--- src/rtl/ex_mem_reg_if.sv ---
// EX -> MEM pipeline register bus: EX-side payload and handshake plus MEM-side outputs.
// The master modport is the surrounding pipeline; the slave modport is the register.
interface ex_mem_reg_if #(
  parameter int XLEN = 32
) ();
  logic            ex_valid;
  logic            ex_ready;
  logic [XLEN-1:0] ex_alu_out;
  logic [XLEN-1:0] ex_rs2o;
  logic [4:0]      ex_rdaddr;
  logic            ex_memwr;
  logic            ex_regwr;
  logic [1:0]      ex_wbsel;
  logic [2:0]      ex_func3;
  logic            flush;
  logic            mem_stall;
  logic            mem_valid;
  logic [XLEN-1:0] mem_alu_out;
  logic [XLEN-1:0] mem_wdata;
  logic [3:0]      mem_be;
  logic [4:0]      mem_rdaddr;
  logic            mem_memwr;
  logic            mem_regwr;
  logic [1:0]      mem_wbsel;
  logic [2:0]      mem_func3;
  logic            mem_misalign;

  modport master (
    output ex_valid, ex_alu_out, ex_rs2o, ex_rdaddr, ex_memwr, ex_regwr,
           ex_wbsel, ex_func3, flush, mem_stall,
    input  ex_ready, mem_valid, mem_alu_out, mem_wdata, mem_be, mem_rdaddr,
           mem_memwr, mem_regwr, mem_wbsel, mem_func3, mem_misalign
  );

  modport slave (
    input  ex_valid, ex_alu_out, ex_rs2o, ex_rdaddr, ex_memwr, ex_regwr,
           ex_wbsel, ex_func3, flush, mem_stall,
    output ex_ready, mem_valid, mem_alu_out, mem_wdata, mem_be, mem_rdaddr,
           mem_memwr, mem_regwr, mem_wbsel, mem_func3, mem_misalign
  );
endinterface

--- src/rtl/ex_mem_reg.sv ---
// EX/MEM pipeline register with a one-entry skid buffer so MEM stalls never
// feed a combinational ready path back into EX; also forms store byte-enables.
module ex_mem_reg #(
  parameter int XLEN = 32
) (
  input  logic         clk,
  input  logic         rst,
  ex_mem_reg_if.slave  bus
);

  typedef struct packed {
    logic [XLEN-1:0] alu_out;
    logic [XLEN-1:0] wdata;
    logic [3:0]      be;
    logic [4:0]      rdaddr;
    logic            memwr;
    logic            regwr;
    logic [1:0]      wbsel;
    logic [2:0]      func3;
    logic            misalign;
  } payload_t;

  payload_t in_pl;
  payload_t slot_pl;
  payload_t skid_pl;
  logic     slot_valid;
  logic     skid_valid;
  logic     accept;
  logic     refill;
  logic [1:0] addr_lo;

  assign addr_lo = bus.ex_alu_out[1:0];

  // Size decode and lane replication happen before the register so MEM sees them flopped.
  always_comb begin
    in_pl          = '0;
    in_pl.alu_out  = bus.ex_alu_out;
    in_pl.rdaddr   = bus.ex_rdaddr;
    in_pl.memwr    = bus.ex_memwr;
    in_pl.regwr    = bus.ex_regwr;
    in_pl.wbsel    = bus.ex_wbsel;
    in_pl.func3    = bus.ex_func3;
    in_pl.wdata    = bus.ex_rs2o;
    case (bus.ex_func3[1:0])
      2'b00: begin
        in_pl.be       = 4'b0001 << addr_lo;
        in_pl.wdata    = {4{bus.ex_rs2o[7:0]}};
        in_pl.misalign = 1'b0;
      end
      2'b01: begin
        in_pl.be       = 4'b0011 << {addr_lo[1], 1'b0};
        in_pl.wdata    = {2{bus.ex_rs2o[15:0]}};
        in_pl.misalign = addr_lo[0];
      end
      2'b10: begin
        in_pl.be       = 4'b1111;
        in_pl.misalign = |addr_lo;
      end
      default: begin
        in_pl.be       = 4'b0000;
        in_pl.misalign = 1'b1;
      end
    endcase
    if (in_pl.misalign)
      in_pl.be = 4'b0000;
  end

  assign bus.ex_ready = ~skid_valid;
  assign accept       = bus.ex_valid & ~skid_valid;
  assign refill       = ~slot_valid | ~bus.mem_stall;

  always_ff @(posedge clk or negedge rst) begin
    if (!rst) begin
      slot_pl    <= '0;
      skid_pl    <= '0;
      slot_valid <= 1'b0;
      skid_valid <= 1'b0;
    end else if (bus.flush) begin
      slot_valid <= 1'b0;
      skid_valid <= 1'b0;
    end else if (refill) begin
      // A full skid forces ex_ready low, so no input can compete with it here.
      if (skid_valid) begin
        slot_pl    <= skid_pl;
        slot_valid <= 1'b1;
        skid_valid <= 1'b0;
      end else if (accept) begin
        slot_pl    <= in_pl;
        slot_valid <= 1'b1;
      end else begin
        slot_valid <= 1'b0;
      end
    end else if (accept) begin
      skid_pl    <= in_pl;
      skid_valid <= 1'b1;
    end
  end

  assign bus.mem_valid    = slot_valid;
  assign bus.mem_alu_out  = slot_pl.alu_out;
  assign bus.mem_wdata    = slot_pl.wdata;
  assign bus.mem_be       = slot_pl.be;
  assign bus.mem_rdaddr   = slot_pl.rdaddr;
  assign bus.mem_memwr    = slot_pl.memwr & slot_valid & ~slot_pl.misalign;
  assign bus.mem_regwr    = slot_pl.regwr & slot_valid;
  assign bus.mem_wbsel    = slot_pl.wbsel;
  assign bus.mem_func3    = slot_pl.func3;
  assign bus.mem_misalign = slot_pl.misalign;

endmodule

--- src/flat_wrapper.sv ---
// flat-port wrapper written by rule: the top's interface ports become plain ports
module ex_mem_reg_flat 
#(
  parameter int XLEN = 32
)
  (clk, rst, bus_ex_valid, bus_ex_alu_out, bus_ex_rs2o, bus_ex_rdaddr, bus_ex_memwr, bus_ex_regwr, bus_ex_wbsel, bus_ex_func3, bus_flush, bus_mem_stall, bus_ex_ready, bus_mem_valid, bus_mem_alu_out, bus_mem_wdata, bus_mem_be, bus_mem_rdaddr, bus_mem_memwr, bus_mem_regwr, bus_mem_wbsel, bus_mem_func3, bus_mem_misalign);
  ex_mem_reg_if #(.XLEN(XLEN)) bus_i ();
  input  logic clk;
  input  logic rst;
  input wire logic [$bits(bus_i.ex_valid)-1:0] bus_ex_valid;
  input wire logic [$bits(bus_i.ex_alu_out)-1:0] bus_ex_alu_out;
  input wire logic [$bits(bus_i.ex_rs2o)-1:0] bus_ex_rs2o;
  input wire logic [$bits(bus_i.ex_rdaddr)-1:0] bus_ex_rdaddr;
  input wire logic [$bits(bus_i.ex_memwr)-1:0] bus_ex_memwr;
  input wire logic [$bits(bus_i.ex_regwr)-1:0] bus_ex_regwr;
  input wire logic [$bits(bus_i.ex_wbsel)-1:0] bus_ex_wbsel;
  input wire logic [$bits(bus_i.ex_func3)-1:0] bus_ex_func3;
  input wire logic [$bits(bus_i.flush)-1:0] bus_flush;
  input wire logic [$bits(bus_i.mem_stall)-1:0] bus_mem_stall;
  output wire logic [$bits(bus_i.ex_ready)-1:0] bus_ex_ready;
  output wire logic [$bits(bus_i.mem_valid)-1:0] bus_mem_valid;
  output wire logic [$bits(bus_i.mem_alu_out)-1:0] bus_mem_alu_out;
  output wire logic [$bits(bus_i.mem_wdata)-1:0] bus_mem_wdata;
  output wire logic [$bits(bus_i.mem_be)-1:0] bus_mem_be;
  output wire logic [$bits(bus_i.mem_rdaddr)-1:0] bus_mem_rdaddr;
  output wire logic [$bits(bus_i.mem_memwr)-1:0] bus_mem_memwr;
  output wire logic [$bits(bus_i.mem_regwr)-1:0] bus_mem_regwr;
  output wire logic [$bits(bus_i.mem_wbsel)-1:0] bus_mem_wbsel;
  output wire logic [$bits(bus_i.mem_func3)-1:0] bus_mem_func3;
  output wire logic [$bits(bus_i.mem_misalign)-1:0] bus_mem_misalign;
  assign bus_i.ex_valid = bus_ex_valid;
  assign bus_i.ex_alu_out = bus_ex_alu_out;
  assign bus_i.ex_rs2o = bus_ex_rs2o;
  assign bus_i.ex_rdaddr = bus_ex_rdaddr;
  assign bus_i.ex_memwr = bus_ex_memwr;
  assign bus_i.ex_regwr = bus_ex_regwr;
  assign bus_i.ex_wbsel = bus_ex_wbsel;
  assign bus_i.ex_func3 = bus_ex_func3;
  assign bus_i.flush = bus_flush;
  assign bus_i.mem_stall = bus_mem_stall;
  assign bus_ex_ready = bus_i.ex_ready;
  assign bus_mem_valid = bus_i.mem_valid;
  assign bus_mem_alu_out = bus_i.mem_alu_out;
  assign bus_mem_wdata = bus_i.mem_wdata;
  assign bus_mem_be = bus_i.mem_be;
  assign bus_mem_rdaddr = bus_i.mem_rdaddr;
  assign bus_mem_memwr = bus_i.mem_memwr;
  assign bus_mem_regwr = bus_i.mem_regwr;
  assign bus_mem_wbsel = bus_i.mem_wbsel;
  assign bus_mem_func3 = bus_i.mem_func3;
  assign bus_mem_misalign = bus_i.mem_misalign;
  ex_mem_reg #(.XLEN(XLEN)) u_core (.clk(clk), .rst(rst), .bus(bus_i));
endmodule
--- config.mk ---
export PLATFORM = sky130hd
export DESIGN_NAME = ex_mem_reg_flat
export DESIGN_NICKNAME = d
export VERILOG_FILES = /design/src/rtl/ex_mem_reg_if.sv /design/src/rtl/ex_mem_reg.sv /design/src/flat_wrapper.sv
export SDC_FILE = /design/constraint.sdc
export NUM_CORES = 1
export LEC_CHECK = 0
export BUFFER_PORTS_ARGS = -buffer_cell sky130_fd_sc_hd__buf_2
export CAP_MARGIN = 20
export CORE_UTILIZATION = 55
export CTS_BUF_LIST = sky130_fd_sc_hd__clkbuf_4 sky130_fd_sc_hd__clkbuf_8
export DETAILED_ROUTE_END_ITERATION = 16
export PLACE_DENSITY = 0.88
export RECOVER_POWER = 100
export SYNTH_ARGS = -nofsm -noshare
export SYNTH_HDL_FRONTEND = slang
export SYNTH_SLANG_ARGS = --single-unit
--- constraint.sdc ---
create_clock -name clk -period 2.85 [get_ports clk]
set_input_delay 0.285 -clock clk [delete_from_list [all_inputs] [get_ports clk]]
set_output_delay 0.285 -clock clk [all_outputs]
set_load 0.01 [all_outputs]
==> After elaboration in Yosys (flattened, before gate mapping) <==
Cells that the tools add are included.
{ "classes": {"mux": 13, "div_mod_pow": 0, "n_reduce_logical": 7, "n_lt_le_gt_ge": 0, "n_mul": 0, "bitwise": 11, "add_sub_neg": 0, "shift": 2, "n_eq_ne": 2} }
{ "op_table": {"columns": ["operator", "n"], "rows": [
  ["2-to-1 mux 81 bit", 2],
  ["one-hot mux 32 bit (2 select lines)", 1],
  ["one-hot mux 4 bit (3 select lines)", 1],
  ["2-to-1 mux 1 bit", 7],
  ["inverter 1 bit", 6],
  ["AND reduction 3 bit", 2],
  ["bitwise AND 1 bit", 4],
  ["2-to-1 mux 4 bit", 1],
  ["nonzero test 2 bit", 2],
  ["<< shifter 1 x 2 -> 4 bit (first input constant)", 1],
  ["<< shifter 2 x 2 -> 4 bit (first input constant)", 1],
  ["one-hot mux 1 bit (3 select lines)", 1],
  ["nonzero test 3 bit", 1],
  ["equality test 2 x 1 -> 1 bit (second input constant)", 1],
  ["equality test 2 bit (second input constant)", 1],
  ["zero test 2 bit", 1],
  ["OR reduction 2 bit", 1],
  ["OR 1 bit", 1]
]} }
{ "totals": {"input_bits": 81, "regBits": 164, "latch_bits": 0, "ram_bits": 0, "word_cells": 55, "memories": 0, "romBits": 0} }

==> Depth between registers and ports, before layout <==
Gate-level depths: netlist of run 1.
{ "depth": {"word_depth": 6, "depth_mapped": 5, "mapped_depth_nobuf": 3} }

==> Worst setup path before layout of run 1 <==
OpenSTA, ideal clock, no wires.
{ "synth_path": {"path_kind": "reg-to-reg", "from": "register u_core.slot_valid (netlist: u_core.bus.mem_valid)", "to": "register u_core.slot_pl (netlist bit u_core.bus.mem_wdata[24])", "t_arrival_ns": 1.519, "path_slack_ns": 1.206, "setup_ns": 0.125, "stages_incl_launch_ff": 6, "required_time_ns": 2.725, "path_cell_list": "dfrtp_1 -> and2_2 -> buf_6 -> nor2_4 -> buf_4 -> mux2_2"} }
{ "synth_between": {"elab_chain_cells": 3} }
{ "synth_rtl": {"columns": ["item", "line", "text"], "rows": [
  ["from (decl)", "ex_mem_reg.sv:26", "logic slot_valid;"],
  ["from (signal assigned)", "ex_mem_reg.sv:76", "slot_valid <= 1'b0;"],
  ["from (signal assigned)", "ex_mem_reg.sv:79", "slot_valid <= 1'b0;"],
  ["from (signal assigned)", "ex_mem_reg.sv:85", "slot_valid <= 1'b1;"],
  ["inverter 1 bit", "ex_mem_reg.sv:70", "assign refill = ~slot_valid | ~bus.mem_stall;"],
  ["OR 1 bit", "ex_mem_reg.sv:70", null],
  ["AND reduction 3 bit (no line)", null, null],
  ["to (signal assigned)", "ex_mem_reg.sv:84", "slot_pl <= skid_pl;"],
  ["to (signal assigned)", "ex_mem_reg.sv:88", "slot_pl <= in_pl;"],
  ["to (decl)", "ex_mem_reg.sv:24", "payload_t slot_pl;"]
]} }
Every way passes these cells.
A chain may end at the register's enable or synchronous reset.

==> Final worst setup path of run 1 <==
{ "layout_path": {"from": "register u_core.skid_valid", "to": "register u_core.slot_pl (netlist bit u_core.bus.mem_wdata[19])"} }
{ "layout_between": {"elab_chain_cells": 4, "word_cells_on_any_way": 5, "cone_classes": "1 x mux; 2 x bitwise; 2 x reduce/logical"} }
{ "layout_rtl": {"columns": ["item", "line", "text"], "rows": [
  ["from (decl)", "ex_mem_reg.sv:27", "logic skid_valid;"],
  ["from (signal assigned)", "ex_mem_reg.sv:77", "skid_valid <= 1'b0;"],
  ["from (signal assigned)", "ex_mem_reg.sv:80", "skid_valid <= 1'b0;"],
  ["from (signal assigned)", "ex_mem_reg.sv:86", "skid_valid <= 1'b0;"],
  ["inverter 1 bit", "ex_mem_reg.sv:69", "assign accept = bus.ex_valid & ~skid_valid;"],
  ["bitwise AND 1 bit", "ex_mem_reg.sv:69", null],
  ["nonzero test 2 bit (no line)", null, null],
  ["AND reduction 3 bit (no line)", null, null]
]} }
Several ways; a longest one is shown, not always the timed one.

==> results of run 1 <==
[final timing paths]
kind                                          from  cells past startpoint                  endpoint  slack [ns]
worst max-delay path             u_core.skid_valid                      4  u_core.bus.mem_wdata[19]        0.31
worst min-delay path             bus_ex_alu_out[8]                      2        u_core.skid_pl[57]        0.05
worst max register to register   u_core.skid_valid                      4  u_core.bus.mem_wdata[19]        0.31
worst min register to register  u_core.skid_pl[31]                      1        u_core.skid_pl[31]        0.50
max in group asynchronous                      rst                      3        u_core.skid_pl[53]        0.90
min in group asynchronous                      rst                      2        u_core.skid_pl[72]        0.43
[final cells by class]
| cell class | count | area [um2] | area share, % |
|---|---|---|---|
| Sequential cell | 164 | 4110 | 46.5 |
| Multi-Input combinational cell | 404 | 3180 | 36.0 |
| Timing Repair Buffer | 177 | 828 | 9.37 |
| Clock buffer | 25 | 319 | 3.61 |
| Tap cell | 184 | 230 | 2.60 |
| Inverter | 26 | 97.6 | 1.10 |
| Clock inverter | 7 | 72.6 | 0.821 |
| Antenna cell | 1 | 2.50 | 0.0283 |
[what timing repair did]
item | in CTS | in global routing
hold endpoints to repair | 83 | 0
resized for setup | 0 | 0
hold buffers | 2 | 0
buffers inserted | 0 | 0
[cell usage after synthesis, types with 2 or more instances]
master / n / share of area, %
o31ai_1: 9 / 0.82
a221oi_1: 7 / 0.74
buf_6: 9 / 1.2
inv_1: 26 / 1.2
a211o_1: 3 / 0.32
mux2_1: 6 / 0.82
o21a_1: 8 / 0.73
buf_4: 79 / 7.2
clkbuf_1: 20 / 0.91
a2bb2oi_1: 3 / 0.32
nand2_1: 10 / 0.45
buf_2: 22 / 1.3
mux2_2: 83 / 11
o21ai_0: 125 / 7.6
and2_1: 2 / 0.15
a211oi_1: 12 / 1.1
mux2i_1: 84 / 10
a21oi_1: 3 / 0.18
a21o_1: 8 / 0.73
dfrtp_1: 164 / 50
nand2b_1: 2 / 0.15
nor2_1: 16 / 0.73
nor3b_1: 8 / 0.73
[stage by stage]
| stage | instance area, um2 | util, % | worst slack (ns) | cells | hold slack [ns] |
|---|---|---|---|---|---|
| final | 8840 | 60.6 | 0.315 | 988 | 0.0548 |
| after global routing | 8840 | 60.6 | 0.194 | 988 | 0.0552 |
| after CTS | 9010 | 61.8 | 0.430 | 987 | 0.0322 |
| after detailed placement | 8600 | 58.9 | 0.919 | 953 | 0.402 |
| after global placement | 8600 | 58.9 | 0.972 | 953 | 0.394 |
| after floorplan | 8280 | - | 1.21 | 725 | -0.0106 |
[cell usage in the layout (no fill, tap or decap), types with 4 or more instances in the layout]
master    count
nor3b_1       8
mux2_1        6
nor2_1       16
o21a_1        8
buf_2        82
o31ai_1       9
clkbuf_4      5
mux2_2       83
a211oi_1     12
a21o_1        8
clkbuf_1     81
nand2_1      10
inv_1        26
o21ai_0     125
a221oi_1      7
dfrtp_1     163
clkbuf_8     21
clkbuf_2      5
mux2i_1      84
buf_4         4
[state kept, by name, indices dropped and copies added, names as in the netlist]
name / cells
u_core.skid_pl: 81
u_core.bus.mem_alu_out: 32
u_core.bus.mem_wdata: 32
u_core.bus.mem_rdaddr: 5
u_core.bus.mem_be: 4
u_core.bus.mem_func3: 3
u_core.bus.mem_wbsel: 2
u_core.slot_pl: 2
u_core.bus.mem_misalign: 1
u_core.bus.mem_valid: 1
u_core.skid_valid: 1
[power by group through the flow]
stage / sequential (mW) / clock, mW / combinational [mW]
after floorplan: 3.04 / 0 / 1.00
after global placement: 3.10 / 0 / 1.13
after detailed placement: 3.12 / 0 / 1.18
after CTS: 3.08 / 1.68 / 1.19
after global routing: 3.15 / 1.78 / 1.23
final: 3.09 / 1.66 / 1.11
[logic make-up after synthesis]
family / after synthesis / share of synthesized area [%]
compound gates: 184 / 13.1
mux: 173 / 22.3
flops: 164 / 49.6
buf+inv: 157 / 11.9
simple gates: 46 / 3.11
xor+xnor: 1 / 0.106
[layer usage]
| metal | track usage (%) | vias up |
|---|---|---|
| li1 | - | 2615 |
| met1 | 31.8 | 2844 |
| met2 | 37.8 | 191 |
| met3 | 5.28 | 31 |
| met4 | 9.99 | 0 |
| met5 | 0 | - |
==> key figures, run 1 <==
Yosys
  • Synth Flop Type: dfrtp_1
  • Post-Synthesis Cell Area: 8280 um2
  • Syn Inst Count: 725
  • Yosys reg bits: 164
  • Ys async rst share: 100%
  • Synth Net Count: 806
  • YS warnings: 0
  • Syn avg cell area: 11.4 um2
  • Register area share after synthesis: 49.6%
  • Post-synth cell types: 39
  • Post-synth EDFFs: 0

Routing
  • Met1 WL: 7820 um
  • Post-DR wirelength/cell: 18.2 um
  • Routed vias: 5681
  • Met3 Wirelength: 1050 um
  • Vias per inst: 5.75
  • Routed wire length: 18000 um
  • Initial DRC Count: 440
  • DR WL met2: 8750 um
  • Antenna-violating nets left: 0
  • DRC: 0
  • Max layer used: met4
  • TritonRoute pass-1 iters: 4

Clock network
  • TritonCTS clock tree: yes
  • Clock Latency Late Sink: 0.45 ns
  • Clk sinks: 164
  • Clock Pin Slew Worst Setup and Hold Paths: 0.08 ns
  • Cts bufs inserted: 17
  • CTS root buf: clkbuf_8
  • H-tree Lvls: 4
  • Maximum buffer depth of the clock tree: 2

Power
  • Power, Total: 5.86 mW
  • Peak VDD IR: 374 uV
  • Net Sw Frac: 28.9%
  • Internal cell power: 4.17 mW
  • Sequential Power Share: 52.8%
  • Combinational power share: 18.9%
  • Leak: 3.94 nW
  • Sw power: 1.70 mW
  • PwrDens: 663 nW/um2
  • Clock Power Share: 28.3%

Cells and area
  • Layout Nets: 871
  • Layout cells sized above 1: 26.7%
  • Synthesis-to-finish area growth: 6.82%
  • Fill cell count: 1214

Worst hold path
  • Worst Hold Class: in -> reg

GRT
  • GR Util All Layers: 23.9%
  • Initial antenna violation count: 1
  • Largest net degree at the start of global routing: 85
  • Remaining Overflow, GRT: 0
  • First-pass GRT wire length: 29100 um
  • Vias in the first global route: 5608

STA
  • Fin Clk Skew: 0.0117 ns
  • Final setup viols: 0
  • Fmax: 394 MHz
  • Slew Limit Headroom: 13.0%
  • Final setup TNS: 0 ns
  • Tightest Pin Transition: 1.30 ns
  • Final Cycle Share: 89.0%
  • RSZ-0062 raised after global routing: no
  • Max-slew violation count: 0
  • Final Critical Period: 2.54 ns
  • Fin. Hold Viols: 0

Placement
  • DP HPWL: 11700 um
  • RD Place Congestion: 0.773
  • PortBufs: 163

Floorplanning
  • Initial Utilization: 56.7%
  • Core area: 14600 um2
  • Rows: 44
  • Die Wd: 125 um
  • Die area: 15500 um2
  • IO Pins: 164
  • Die Y: 125 um

Worst setup path
  • Critical Path RT: 3.19 ns
  • Worst path max stage delay: 0.87 ns
  • Max stage delay cell, worst path: nor2_2
  • Critical-path maximum fanout: 27
  • CP arrival: 2.87 ns
  • CP Launch Type: flop
  • Critical path class: reg -> reg
  • Critical path capture point type: flop
  • Critical path buffer and inverter count: 1
  • Top delay family on crit path: simple AND/OR/NAND/NOR gates
  • Crit-path cells: o21bai_1 > clkbuf_2 > nor2_2 > mux2_2

Flow run
  • Max-cap violation count: 0

Outcome
  • Status: finished clean
No activity file was read; power rests on OpenSTA's default activity.
==> run 2: changes to the inputs <==
Settings changed: CORE_ASPECT_RATIO set to 1.4, RECOVER_POWER 100 to 50.
==> run 2 against run 1 <==
  * The flow now finishes with violations (capacitance limit, slew limit)
  * Sequential share of layout area down 0.77 points
  * Sequential power about the same
  * Worst hold slack better by 0.0067 ns
  * Critical endpoint is now bus_ex_ready
  * Count of clock-buffer cells in the layout down 4
  * Register-to-register slack better by 0.36 ns
  * Clock skew grew 0.0046 ns
  * Combinational power about the same
  * Fmax is 2.3% lower
  * Critical path type is now reg -> out
  * Highest routed layer unchanged
  * Largest power group unchanged
==> key figures, run 2 (same netlist as run 1, synthesis figures left out) <==
Cells and area
  • Layout cells sized above 1: 28.2% (was 26.7%)
  • Most frequent cells in the layout: dfrtp_1 (163), o21ai_0 (125), buf_2 (89) (was dfrtp_1 (163), o21ai_0 (125), mux2i_1 (84))
  • Synthesis-to-finish area growth: 8.62% (was 6.82%)
  • Layout Nets: 874 (was 871)
  • Top reg by flops: u_core.skid_pl (unchanged)
  • Max FFs per register: 81 (unchanged)
  • Leading cell type in the layout, fill and taps excluded: dfrtp_1 (unchanged)

STA
  • Slew Limit Headroom: -28.7% (was 13.0%)
  • Final setup viols: 0 (unchanged)
  • Fin Clk Skew: 0.0163 ns (was 0.0117 ns)
  • RSZ-0062 raised after global routing: no (unchanged)
  • Final Critical Period: 2.59 ns (was 2.54 ns)
  • Final Cycle Share: 91.1% (was 89.0%)
  • Fmax: 385 MHz (was 394 MHz)
  • Worst hold margin: 0.0615 ns (was 0.0548 ns)
  • Fin. Hold Viols: 0 (unchanged)
  • Max-slew violation count: 76 (was 0)
  • Tightest Pin Transition: 1.93 ns (was 1.30 ns)
  • Final setup TNS: 0 ns (unchanged)

Floorplanning
  • Die Y: 147 um (was 125 um)
  • Rows: 52 (was 44)
  • IO Pins: 164 (unchanged)
  • Initial Utilization: 56.8% (was 56.7%)
  • Die area: 15600 um2 (was 15500 um2)
  • Core area: 14600 um2 (about the same)
  • Die Wd: 106 um (was 125 um)

Routing
  • Vias per inst: 5.68 (was 5.75)
  • TritonRoute pass-1 iters: 7 (was 4)
  • Routed vias: 5661 (was 5681)
  • Met3 Wirelength: 826 um (was 1050 um)
  • Max layer used: met4 (unchanged)
  • DRC: 0 (unchanged)
  • Met1 WL: 7420 um (was 7820 um)
  • DR WL met2: 9420 um (was 8750 um)
  • Routed wire length: 18000 um (about the same)
  • Initial DRC Count: 352 (was 440)
  • Antenna-violating nets left: 0 (unchanged)
  • Post-DR wirelength/cell: 18.1 um (was 18.2 um)

Worst setup path
  • Critical-path maximum fanout: 42 (was 27)
  • Critical path buffer and inverter count: 3 (was 1)
  • Critical path class: reg -> out (was reg -> reg)
  • Top delay family on crit path: buffers and inverters (was simple AND/OR/NAND/NOR gates)
  • Crit-path cells: buf_4 > inv_1 > buf_2 (was o21bai_1 > clkbuf_2 > nor2_2 > mux2_2)
  • Worst path max stage delay: 0.74 ns (was 0.87 ns)
  • Max stage delay cell, worst path: dfrtp_4 (was nor2_2)
  • CP Launch Type: flop (unchanged)
  • Critical path capture point type: output pin (was flop)
  • Critical Path RT: 2.57 ns (was 3.19 ns)
  • CP arrival: 2.31 ns (was 2.87 ns)

Clock network
  • H-tree Lvls: 4 (unchanged)
  • TritonCTS clock tree: yes (unchanged)
  • Clock Pin Slew Worst Setup and Hold Paths: 0.09 ns (was 0.08 ns)
  • Maximum buffer depth of the clock tree: 2 (unchanged)
  • Post_cts resized: 0 (unchanged)
  • Clock Latency Late Sink: 0.45 ns (about the same)
  • Cts bufs inserted: 17 (unchanged)
  • Clk sinks: 164 (unchanged)
  • CTS root buf: clkbuf_8 (unchanged)

GRT
  • Vias in the first global route: 5789 (was 5608)
  • First-pass GRT wire length: 29500 um (was 29100 um)
  • Largest net degree at the start of global routing: 77 (was 85)
  • GR Util All Layers: 24.2% (was 23.9%)
  • Initial antenna violation count: 1 (unchanged)
  • Remaining Overflow, GRT: 0 (unchanged)

Outcome
  • Status: finished with violations (was finished clean)
  • Failing checks: capacitance limit, slew limit

Flow run
  • Max-cap violation count: 1 (was 0)

Worst hold path
  • Worst Hold Class: in -> reg (unchanged)

Power
  • Leak: 4.02 nW (was 3.94 nW)
  • Peak VDD IR: 390 uV (was 374 uV)
  • PwrDens: 678 nW/um2 (was 663 nW/um2)

Placement
  • RD Place Congestion: 0.762 (was 0.773)
  • PortBufs: 163 (unchanged)
  • DP HPWL: 12100 um (was 11700 um)
run 2: path summary, 6_finish.rpt:
| path | start | to | slack [ns] | depth (start not counted) |
|---|---|---|---|---|
| max in group asynchronous | rst | u_core.skid_valid | 0.57 | 2 |
| worst max-delay path | u_core.skid_valid | bus_ex_ready | 0.26 | 3 |
| min in group asynchronous | rst | u_core.bus.mem_wdata[23] | 0.89 | 2 |
| worst max register to register | u_core.skid_valid | u_core.bus.mem_wdata[22] | 0.67 | 4 |
| worst min-delay path | bus_ex_rdaddr[4] | u_core.skid_pl[12] | 0.06 | 2 |
| worst min register to register | u_core.skid_pl[31] | u_core.skid_pl[31] | 0.50 | 1 |
run 2: metrics by stage:
step | std cells | setup WS, ns | instance area (um2) | util [%] | power (mW)
after floorplan | 725 | 1.21 | 8280 | - | 4.04
after global placement | 961 | 0.756 | 8620 | 59.1 | 4.22
after detailed placement | 961 | 0.701 | 8620 | 59.1 | 4.31
after CTS | 995 | 0.244 | 9090 | 62.4 | 6.20
after global routing | 996 | 0.117 | 8990 | 61.7 | 6.40
final | 996 | 0.255 | 8990 | 61.7 | 6.10
run 2: report_power, final:
group / switching (mW) / internal (mW) / leakage [nW]
sequential: 0.260 / 2.82 / 2.00
combinational: 0.598 / 0.534 / 1.80
clock: 0.857 / 1.03 / 0.223
total: 1.71 / 4.38 / 4.02
run 2: layout make-up:
class | instances | area [um2]
fill | 1217 | 5580
sequential | 164 | 4110
multi-input combinational | 404 | 3200
timing repair buffer | 180 | 892
clock buffer | 21 | 277
tap | 189 | 236
clock inverter | 11 | 175
inverter | 26 | 97.6
antenna | 1 | 2.50
run 2: layer usage:
| layer | vias to the layer above | track usage (%) |
|---|---|---|
| met5 | - | 0 |
| met4 | 0 | 9.72 |
| met3 | 29 | 4.21 |
| met2 | 162 | 42.2 |
| met1 | 2838 | 29.5 |
| li1 | 2632 | - |
run 2: repair_timing:
item                                   CTS  global route
endpoints found under the hold margin   74             0
buffers inserted                         0             0
hold buffers                             2             0
